==> src/rtl/craft_enc_if.sv <==
// Request and result handshake bundle for the CRAFT encryption controller.
// master drives requests and consumes results; slave is the controller.
interface craft_enc_if;
    logic         in_valid;
    logic         in_ready;
    logic [63:0]  in_plaintext;
    logic [63:0]  in_tweak;
    logic [127:0] in_key;
    logic         out_valid;
    logic         out_ready;
    logic [63:0]  out_ciphertext;

    modport master (
        output in_valid, in_plaintext, in_tweak, in_key, out_ready,
        input  in_ready, out_valid, out_ciphertext
    );

    modport slave (
        input  in_valid, in_plaintext, in_tweak, in_key, out_ready,
        output in_ready, out_valid, out_ciphertext
    );
endinterface

==> src/rtl/craft_enc_ctrl.sv <==
// Sequencer and ciphertext FIFO around the iterative CRAFT core.
// Define CRAFT_CTRL_TIMEOUT_EN to enable the RUN-state watchdog.
module craft_enc_ctrl #(
    parameter int FIFO_DEPTH     = 2,
    parameter int DONE_MASK      = 2,
    parameter int TIMEOUT_CYCLES = 64
) (
    input  logic                        clk,
    input  logic                        rst,
    craft_enc_if.slave                  bus,
    output logic                        core_rst_n,
    output logic [63:0]                 core_plaintext,
    output logic [63:0]                 core_tweak,
    output logic [127:0]                core_key,
    input  logic                        core_done,
    input  logic [63:0]                 core_ciphertext,
    output logic                        busy,
    output logic [$clog2(FIFO_DEPTH):0] fifo_count,
    output logic                        err_timeout
);
    localparam int PW   = (FIFO_DEPTH > 1) ? $clog2(FIFO_DEPTH) : 1;
    localparam int CW   = $clog2(FIFO_DEPTH) + 1;
    localparam int RMAX = (TIMEOUT_CYCLES > DONE_MASK) ? TIMEOUT_CYCLES : DONE_MASK;
    localparam int RW   = $clog2(RMAX + 2);

    typedef enum logic [1:0] {IDLE, LOAD, RUN} state_t;

    state_t          state, state_n;
    logic [RW-1:0]   run_cnt;
    logic [PW-1:0]   wr_ptr, rd_ptr;
    logic [63:0]     mem [FIFO_DEPTH];
    logic            in_ready, out_valid;
    logic            accept, push, pop, done_q, timeout;

    function automatic logic [PW-1:0] nxt(input logic [PW-1:0] p);
        return (p == PW'(FIFO_DEPTH - 1)) ? '0 : p + PW'(1);
    endfunction

    assign in_ready           = (state == IDLE) && !rst && (fifo_count < CW'(FIFO_DEPTH));
    assign out_valid          = (fifo_count != '0);
    assign accept             = bus.in_valid && in_ready;
    assign pop                = out_valid && bus.out_ready;
    assign done_q             = core_done && (run_cnt >= RW'(DONE_MASK));
    assign bus.in_ready       = in_ready;
    assign bus.out_valid      = out_valid;
    assign bus.out_ciphertext = out_valid ? mem[rd_ptr] : '0;
    assign busy               = (state != IDLE);
    assign core_rst_n         = (state == RUN) && !rst;

    always_comb begin
        state_n = state;
        push    = 1'b0;
        timeout = 1'b0;
        unique case (state)
            IDLE: if (accept) state_n = LOAD;
            LOAD: state_n = RUN;
            RUN: begin
                if (done_q) begin
                    push    = 1'b1;
                    state_n = IDLE;
                end
`ifdef CRAFT_CTRL_TIMEOUT_EN
                else if (run_cnt >= RW'(TIMEOUT_CYCLES - 1)) begin
                    timeout = 1'b1;
                    state_n = IDLE;
                end
`endif
            end
            default: state_n = IDLE;
        endcase
    end

    always_ff @(posedge clk) begin
        if (rst) begin
            state          <= IDLE;
            run_cnt        <= '0;
            core_plaintext <= '0;
            core_tweak     <= '0;
            core_key       <= '0;
            wr_ptr         <= '0;
            rd_ptr         <= '0;
            fifo_count     <= '0;
        end else begin
            state <= state_n;
            if (accept) begin
                core_plaintext <= bus.in_plaintext;
                core_tweak     <= bus.in_tweak;
                core_key       <= bus.in_key;
            end
            // run_cnt saturates so a long RUN never re-enters the mask window
            if (state == LOAD)
                run_cnt <= '0;
            else if (state == RUN && run_cnt != RW'(RMAX))
                run_cnt <= run_cnt + RW'(1);
            if (push) begin
                mem[wr_ptr] <= core_ciphertext;
                wr_ptr      <= nxt(wr_ptr);
            end
            if (pop)
                rd_ptr <= nxt(rd_ptr);
            if (push && !pop)
                fifo_count <= fifo_count + CW'(1);
            else if (!push && pop)
                fifo_count <= fifo_count - CW'(1);
        end
    end

`ifdef CRAFT_CTRL_TIMEOUT_EN
    always_ff @(posedge clk) begin
        if (rst)
            err_timeout <= 1'b0;
        else if (timeout)
            err_timeout <= 1'b1;
    end
`else
    assign err_timeout = 1'b0;
    logic unused_timeout;
    assign unused_timeout = timeout;
`endif
endmodule
==> src/flat_wrapper.sv <==
// flat-port wrapper written by rule: the top's interface ports become plain ports
module craft_enc_ctrl_flat 
#(
    parameter int FIFO_DEPTH     = 2,
    parameter int DONE_MASK      = 2,
    parameter int TIMEOUT_CYCLES = 64
)
  (clk, rst, core_rst_n, core_plaintext, core_tweak, core_key, core_done, core_ciphertext, busy, fifo_count, err_timeout, bus_in_valid, bus_in_plaintext, bus_in_tweak, bus_in_key, bus_out_ready, bus_in_ready, bus_out_valid, bus_out_ciphertext);
  craft_enc_if bus_i ();
  input  logic clk;
  input  logic rst;
  output logic core_rst_n;
  output logic [63:0] core_plaintext;
  output logic [63:0] core_tweak;
  output logic [127:0] core_key;
  input  logic core_done;
  input  logic [63:0] core_ciphertext;
  output logic busy;
  output logic [$clog2(FIFO_DEPTH):0] fifo_count;
  output logic err_timeout;
  input wire logic [$bits(bus_i.in_valid)-1:0] bus_in_valid;
  input wire logic [$bits(bus_i.in_plaintext)-1:0] bus_in_plaintext;
  input wire logic [$bits(bus_i.in_tweak)-1:0] bus_in_tweak;
  input wire logic [$bits(bus_i.in_key)-1:0] bus_in_key;
  input wire logic [$bits(bus_i.out_ready)-1:0] bus_out_ready;
  output wire logic [$bits(bus_i.in_ready)-1:0] bus_in_ready;
  output wire logic [$bits(bus_i.out_valid)-1:0] bus_out_valid;
  output wire logic [$bits(bus_i.out_ciphertext)-1:0] bus_out_ciphertext;
  assign bus_i.in_valid = bus_in_valid;
  assign bus_i.in_plaintext = bus_in_plaintext;
  assign bus_i.in_tweak = bus_in_tweak;
  assign bus_i.in_key = bus_in_key;
  assign bus_i.out_ready = bus_out_ready;
  assign bus_in_ready = bus_i.in_ready;
  assign bus_out_valid = bus_i.out_valid;
  assign bus_out_ciphertext = bus_i.out_ciphertext;
  craft_enc_ctrl #(.FIFO_DEPTH(FIFO_DEPTH), .DONE_MASK(DONE_MASK), .TIMEOUT_CYCLES(TIMEOUT_CYCLES)) u_core (.clk(clk), .rst(rst), .bus(bus_i), .core_rst_n(core_rst_n), .core_plaintext(core_plaintext), .core_tweak(core_tweak), .core_key(core_key), .core_done(core_done), .core_ciphertext(core_ciphertext), .busy(busy), .fifo_count(fifo_count), .err_timeout(err_timeout));
endmodule
==> config.mk <==
export PLATFORM = sky130hd
export DESIGN_NAME = craft_enc_ctrl_flat
export DESIGN_NICKNAME = d
export VERILOG_FILES = /design/src/rtl/craft_enc_if.sv /design/src/rtl/craft_enc_ctrl.sv /design/src/flat_wrapper.sv
export SDC_FILE = /design/constraint.sdc
export NUM_CORES = 1
export LEC_CHECK = 0
export CAP_MARGIN = 40
export CORE_AREA = 10 10 244 246
export CTS_CLUSTER_SIZE = 40
export DETAILED_ROUTE_END_ITERATION = 10
export DIE_AREA = 0 0 254 256
export PLACE_DENSITY = 0.59
export SLEW_MARGIN = 20
export SYNTH_ARGS = -nofsm -noshare
export SYNTH_HDL_FRONTEND = slang
export SYNTH_SLANG_ARGS = --single-unit
export TNS_END_PERCENT = 100
==> constraint.sdc <==
create_clock -name clk -period 3.2 [get_ports clk]
set_input_delay 0.48 -clock clk [delete_from_list [all_inputs] [get_ports clk]]
set_output_delay 0.48 -clock clk [all_outputs]
set_load 0.02 [all_outputs]
# == Word-level counts from Yosys, hierarchy flattened ==
# Memories as Yosys holds them, arrays and structs flattened. A register that Yosys moved wholly into a read port is not among the register bits.
# Index checks and enable logic that the tools add are counted.
# word_totals
reg_bits,269
latchBits,0
ram_bits,128
mem_bits_ro,0
inputBits,325
output_inout_bits,327
word_cells,54
n_memories,1
# op_classes
n_addsub,5
multipliers,0
div_mod_pow,0
n_lt_le_gt_ge,2
n_eq_ne,5
n_shift,0
mux,15
bitwise_logic,0
n_reduce_logical,18
# memory_table
name,words,word_bits,rd,rd_ports_with_merged_regs,write_ports,line_no,text
u_core.mem,2,64,1,1,1,craft_enc_ctrl.sv:31,logic [63:0] mem [FIFO_DEPTH];
# ops
op,n
$mux W64,1
$logic_and A1 B1 Y1,9
$mux W1,9
$mux W2,4
$add A7 B1 Y7 const B,1
$ge A7 B2 Y1 const B,1
$ne A7 B7 Y1 const B,1
$pmux W2 S3,1
$reduce_bool A2 Y1,3
$ne A2 B1 Y1 const B,2
$logic_not A1 Y1,3
$add A1 B1 Y1 const B,2
$add A2 B1 Y2 const B,1
$eq A2 B1 Y1 const B,1
$eq A2 B2 Y1 const B,1
$logic_not A2 Y1,1
$lt A2 B2 Y1 const B,1
$reduce_and A2 Y1,1
$reduce_or A2 Y1,1
$sub A2 B1 Y2 const B,1

# == Depth between registers and ports, before layout ==
# logic_depth
ltp_word,8
ltp_mapped,8
ltp_nobuf,8

# == Worst setup path after synthesis ==
# No wires, ideal clock.
# synth_timing
path_kind,register to register
from,register u_core.run_cnt[1]
to,"memory u_core.mem[0][0], enable pin"
setup_ns,0.429
arrival_time_ns,2.523
required_ns,2.771
setup_slack_ns,0.248
path_stages_with_launch,5
n_path_buf,0
synth_period_minus_slack_ns,2.952
cell_sequence,dfxtp_1 > ha_1 > nor3_1 > a211oi_1 > and2_1
# synth_between
elab_chain_cells,7
# synth_rtl
item,line_no,text
from (decl),craft_enc_ctrl.sv:29,logic [RW-1:0] run_cnt;
from (signal assigned),craft_enc_ctrl.sv:94,run_cnt <= run_cnt + RW'(1);
$ge A7 B2 Y1,craft_enc_ctrl.sv:43,assign done_q = core_done && (run_cnt >= RW'(DONE_MASK));
$logic_and A1 B1 Y1,craft_enc_ctrl.sv:43,
$mux W1,craft_enc_ctrl.sv:58,if (done_q) begin
$mux W1,craft_enc_ctrl.sv:54,unique case (state)
net u_core.push,craft_enc_ctrl.sv:33,"logic accept, push, pop, done_q, timeout;"
$mux W1,craft_enc_ctrl.sv:95,if (push) begin
$mux W1,craft_enc_ctrl.sv:74,if (rst) begin
$mux W1 (not written as such),craft_enc_ctrl.sv:96,mem[wr_ptr] <= core_ciphertext;
to (decl),craft_enc_ctrl.sv:31,
# The timed path passes the listed nets, and every way through them passes these cells.

==> impl_metrics.env <==
export IMPL_run_status="finished, final reports clean"
export IMPL_count_of_flip_flops_with_a_built_in_enable_after_synthesis=128
export IMPL_p_sw_frac=0.276
export IMPL_comb_power_share=0.203
export IMPL_drt_wl_total_um=63800
export IMPL_cts_sinks=398
export IMPL_gate_count_after_technology_mapping=1522
export IMPL_worst_endpoint_required_ps=2720
export IMPL_power_leakage_nw=7.80
export IMPL_power_share_sequential=0.403
export IMPL_r2r_setup_slack_ps=780
export IMPL_synth_cell_types=37
export IMPL_relSlewSlack=0.364
export IMPL_worst_skew_pair_late_latency_ps=560
export IMPL_final_util=0.435
export IMPL_p_total_mw=13.8
export IMPL_postPlaceCellArea_sq_um=22200
export IMPL_count_of_placed_standard_cells_including_taps=2743
export IMPL_timing_max_cap_violations=0
export IMPL_cts_hold_buffers=0
export IMPL_cp_max_fo=35
export IMPL_timing_rr_end="u_core.core_tweak[44]"
export IMPL_die_area_sq_um=65000
export IMPL_tightestPinTransition_ps=954
export IMPL_drc=0
export IMPL_port_buffer_count=650
export IMPL_netlist_top_cell_by_area="sky130_fd_sc_hd__dfxtp_1"
export IMPL_worst_r2r_path_depth=6
export IMPL_timing_setup_tns_ps=0
export IMPL_fin_worst_hold_slack_ps=199
export IMPL_critical_path_startpoint_type="flip-flop"
export IMPL_post_cts_resized=0
export IMPL_path_buf_inv=2
export IMPL_final_max_slew_viol_count=0
export IMPL_crit_family="buffers and inverters"
export IMPL_layout_worst_path_cycle_share=0.901
export IMPL_worst_setup_path_endpoint="bus_out_ciphertext[49]"
export IMPL_tritoncts="done"
export IMPL_start_util=0.279
export IMPL_core_ar_sq_um=54700
export IMPL_setup_ws_ps=318
export IMPL_overflow=0
export IMPL_grt_setup_unrepaired="false"
export IMPL_finalWeightedCongestion=0.822
export IMPL_grt_pass1_vias=14129
export IMPL_timing_setup_critical_path_class="flip-flop to primary output"
export IMPL_synth_commonest_cells="sky130_fd_sc_hd__dfxtp_1, sky130_fd_sc_hd__a21oi_1, sky130_fd_sc_hd__nand3_1"
export IMPL_synth_avg_cell_area_sq_um=10.0
export IMPL_design_portCount=652
export IMPL_cts_post_setup_buffers_inserted=0
export IMPL_setup_violations=0
export IMPL_drtIter0Drc=968
export IMPL_hpwl_um=45300
export IMPL_final_layout_size_suffix_gt1_frac=0.0523
export IMPL_regArea_sq_um=9250
export IMPL_syn_num_nets=1851
export IMPL_grt_antenna_before_repair=25
export IMPL_global_route_wire_length_before_repair_um=92000
export IMPL_post_synth_instance_area_sq_um=15200
export IMPL_n_fill_cell=5207
export IMPL_synth_top_area_frac=0.355
export IMPL_yosysWarnings=0
export IMPL_ys_seq_elements=398
export IMPL_synth_seq_area_share=0.607
export IMPL_design_final_nets=2417
export IMPL_drtAntennaViolNets=0
export IMPL_number_of_stages_on_the_worst_setup_path=4
export IMPL_synth_async_sr_flop_share=0
export IMPL_critical_path_reg2reg_startpoint="u_core.fifo_count[1]"
export IMPL_crit_slowest_cell="sky130_fd_sc_hd__clkdlybuf4s50_1"
export IMPL_clock_group_share_of_total_power=0.394
export IMPL_max_vdd_ir_drop_mv=0.406
export IMPL_synth_most_common_cell="sky130_fd_sc_hd__dfxtp_1"
export IMPL_worstPathArrival_ps=2400
export IMPL_wl_per_cell_um=22.5
export IMPL_power_density_nw_per_um2=579
export IMPL_final_min_clock_period_ps=2880
export IMPL_drt_vias_per_instance=4.96
export IMPL_synth_top_cells_by_area="sky130_fd_sc_hd__dfxtp_1, sky130_fd_sc_hd__edfxtp_1, sky130_fd_sc_hd__a21oi_1, sky130_fd_sc_hd__nand3_1, sky130_fd_sc_hd__o21ai_0"
export IMPL_hold_violation_count_in_the_final_report=0
export IMPL_fp_dieW_um=254
export IMPL_synth_flop_cell="sky130_fd_sc_hd__dfxtp_1"
export IMPL_max_clock_freq_ghz=0.347
export IMPL_internal_power_mw=9.97
export IMPL_fin_skew_ps=7.44
export IMPL_layout_area_overhead_vs_synth_pct=56.2
export IMPL_path_clk_slew_ps=60
export IMPL_num_vias=14053
export IMPL_post_route_cell_area_sq_um=23800
export IMPL_die_height_um=256
export IMPL_preCtsSetupSlack_ps=447
export IMPL_cts_made_buffers=46
export IMPL_groute_usage_overall=0.185
export IMPL_cts_buffer_depth=3
export IMPL_clock_tree_root_cell="sky130_fd_sc_hd__clkbuf_16"
export IMPL_ctsHtreeMaxLevel=2
export IMPL_netSwitchingPower_mw=3.81
export IMPL_area_of_combinational_cells_with_multiple_inputs_sq_um=5120
export IMPL_grt_max_degree=175
export IMPL_crit_path_cell_trace="buf_12 -> mux2i_1 -> nor2_1 -> clkdlybuf4s50_1"
export IMPL_detailedRoute_firstPassIterationCount=5
export IMPL_rows=86
export IMPL_hold_crit_class="input port to flip-flop"
export IMPL_end_kind="primary output"
export IMPL_cpPeakStageDelay_ps=550
export IMPL_fin_cells=2835
-- worst min-delay path by stage --
stage / startpoint / endpoint / slack, ps / cells past startpoint
3_5_place_dp: u_core.core_plaintext[40] / u_core.core_plaintext[40] / 470 / 2
6_report: rst / flip-flop / 200 / 2
2_1_floorplan: u_core.run_cnt[5] / u_core.run_cnt[5] / 460 / 2
5_1_grt: rst / flip-flop / 160 / 2
3_3_place_gp: u_core.core_key[41] / u_core.core_key[41] / 460 / 2
4_1_cts: rst / flip-flop / 150 / 2
-- flip-flops by register name, indices dropped and copies added (netlist names), named ones only --
signal,count
u_core.core_key,128
u_core.state,2
u_core.fifo_count,2
u_core.core_plaintext,64
u_core.run_cnt,7
u_core.wr_ptr,1
u_core.core_tweak,64
u_core.rd_ptr,1
u_core.mem,128
-- cell usage in the layout (no fill, tap or decap), drive strengths merged --
| master | synthesis | layout |
|---|---|---|
| edfxtp | 128 | 128 |
| o31ai | 2 | 2 |
| conb | 1 | 1 |
| nand3 | 262 | 262 |
| o22ai | 1 | 1 |
| a31oi | 1 | 1 |
| bufinv | 0 | 4 |
| or3 | 3 | 3 |
| ha | 4 | 4 |
| inv | 7 | 10 |
| clkinvlp | 0 | 1 |
| and3 | 1 | 1 |
| nor3 | 1 | 1 |
| or4 | 3 | 3 |
| xor2 | 3 | 3 |
| a311o | 1 | 1 |
| nor2 | 70 | 70 |
| or2 | 1 | 1 |
| nand3b | 1 | 1 |
| o21ai | 260 | 260 |
| dfxtp | 270 | 270 |
| clkinv | 1 | 13 |
| clkbuf | 109 | 66 |
| a21oi | 263 | 263 |
| a211oi | 1 | 1 |
| nor4 | 1 | 1 |
| mux2 | 1 | 1 |
| diode | 0 | 7 |
| clkdlybuf4s50 | 0 | 648 |
| nand2 | 5 | 5 |
| mux2i | 66 | 66 |
| buf | 50 | 27 |
| nor2b | 1 | 1 |
| and2 | 1 | 1 |
| nand2b | 3 | 3 |
-- per-layer routing --
metal	part of all wire	up-vias	track usage
li1	-	6612	-
met2	0.48	600	0.305
met4	0.025	32	0.0584
met1	0.37	6688	0.202
met5	0.0033	-	0
met3	0.13	121	0.0957
-- cell families (layout without fill, tap and decap cells) --
logic type,Yosys count,count (layout),share of synthesized area
AO/OA/AOI/OAI,529,529,0.175
flip-flops,398,398,0.607
AND/OR/NAND/NOR,353,353,0.111
buffers and inverters,167,769,0.0571
multiplexers,67,67,0.0441
adder cells (fa/ha/maj),4,4,0.00329
XOR/XNOR,3,3,0.00173
other,1,8,0.000246
-- worst reg2reg max path, stage by stage, from the launching register on --
cell                      delay, ps
sky130_fd_sc_hd__dfxtp_1        370
sky130_fd_sc_hd__or4_4          610
sky130_fd_sc_hd__buf_12         250
sky130_fd_sc_hd__buf_4          450
sky130_fd_sc_hd__buf_16         230
sky130_fd_sc_hd__o21ai_0        270
sky130_fd_sc_hd__a21oi_1         90
-- layout make-up --
type / count / area share
flip-flops and latches: 398 / 0.389
repair buffers: 677 / 0.290
multi-input cells: 957 / 0.215
clock buffers: 64 / 0.0577
well taps: 704 / 0.0370
clock inverters: 20 / 0.00852
inverters: 8 / 0.00179
diodes: 7 / 0.000736
-- power groups by stage --
stage | clock, mW | combinational, mW | sequential [mW]
floorplan | 0 | 1.19 | 5.88
finish | 5.42 | 2.80 | 5.55
detailed placement | 0 | 2.81 | 5.65
global placement | 0 | 2.80 | 5.64
CTS | 5.58 | 2.82 | 5.55
global route | 5.80 | 2.99 | 5.57
No activity file was read; power rests on OpenSTA's default activity.
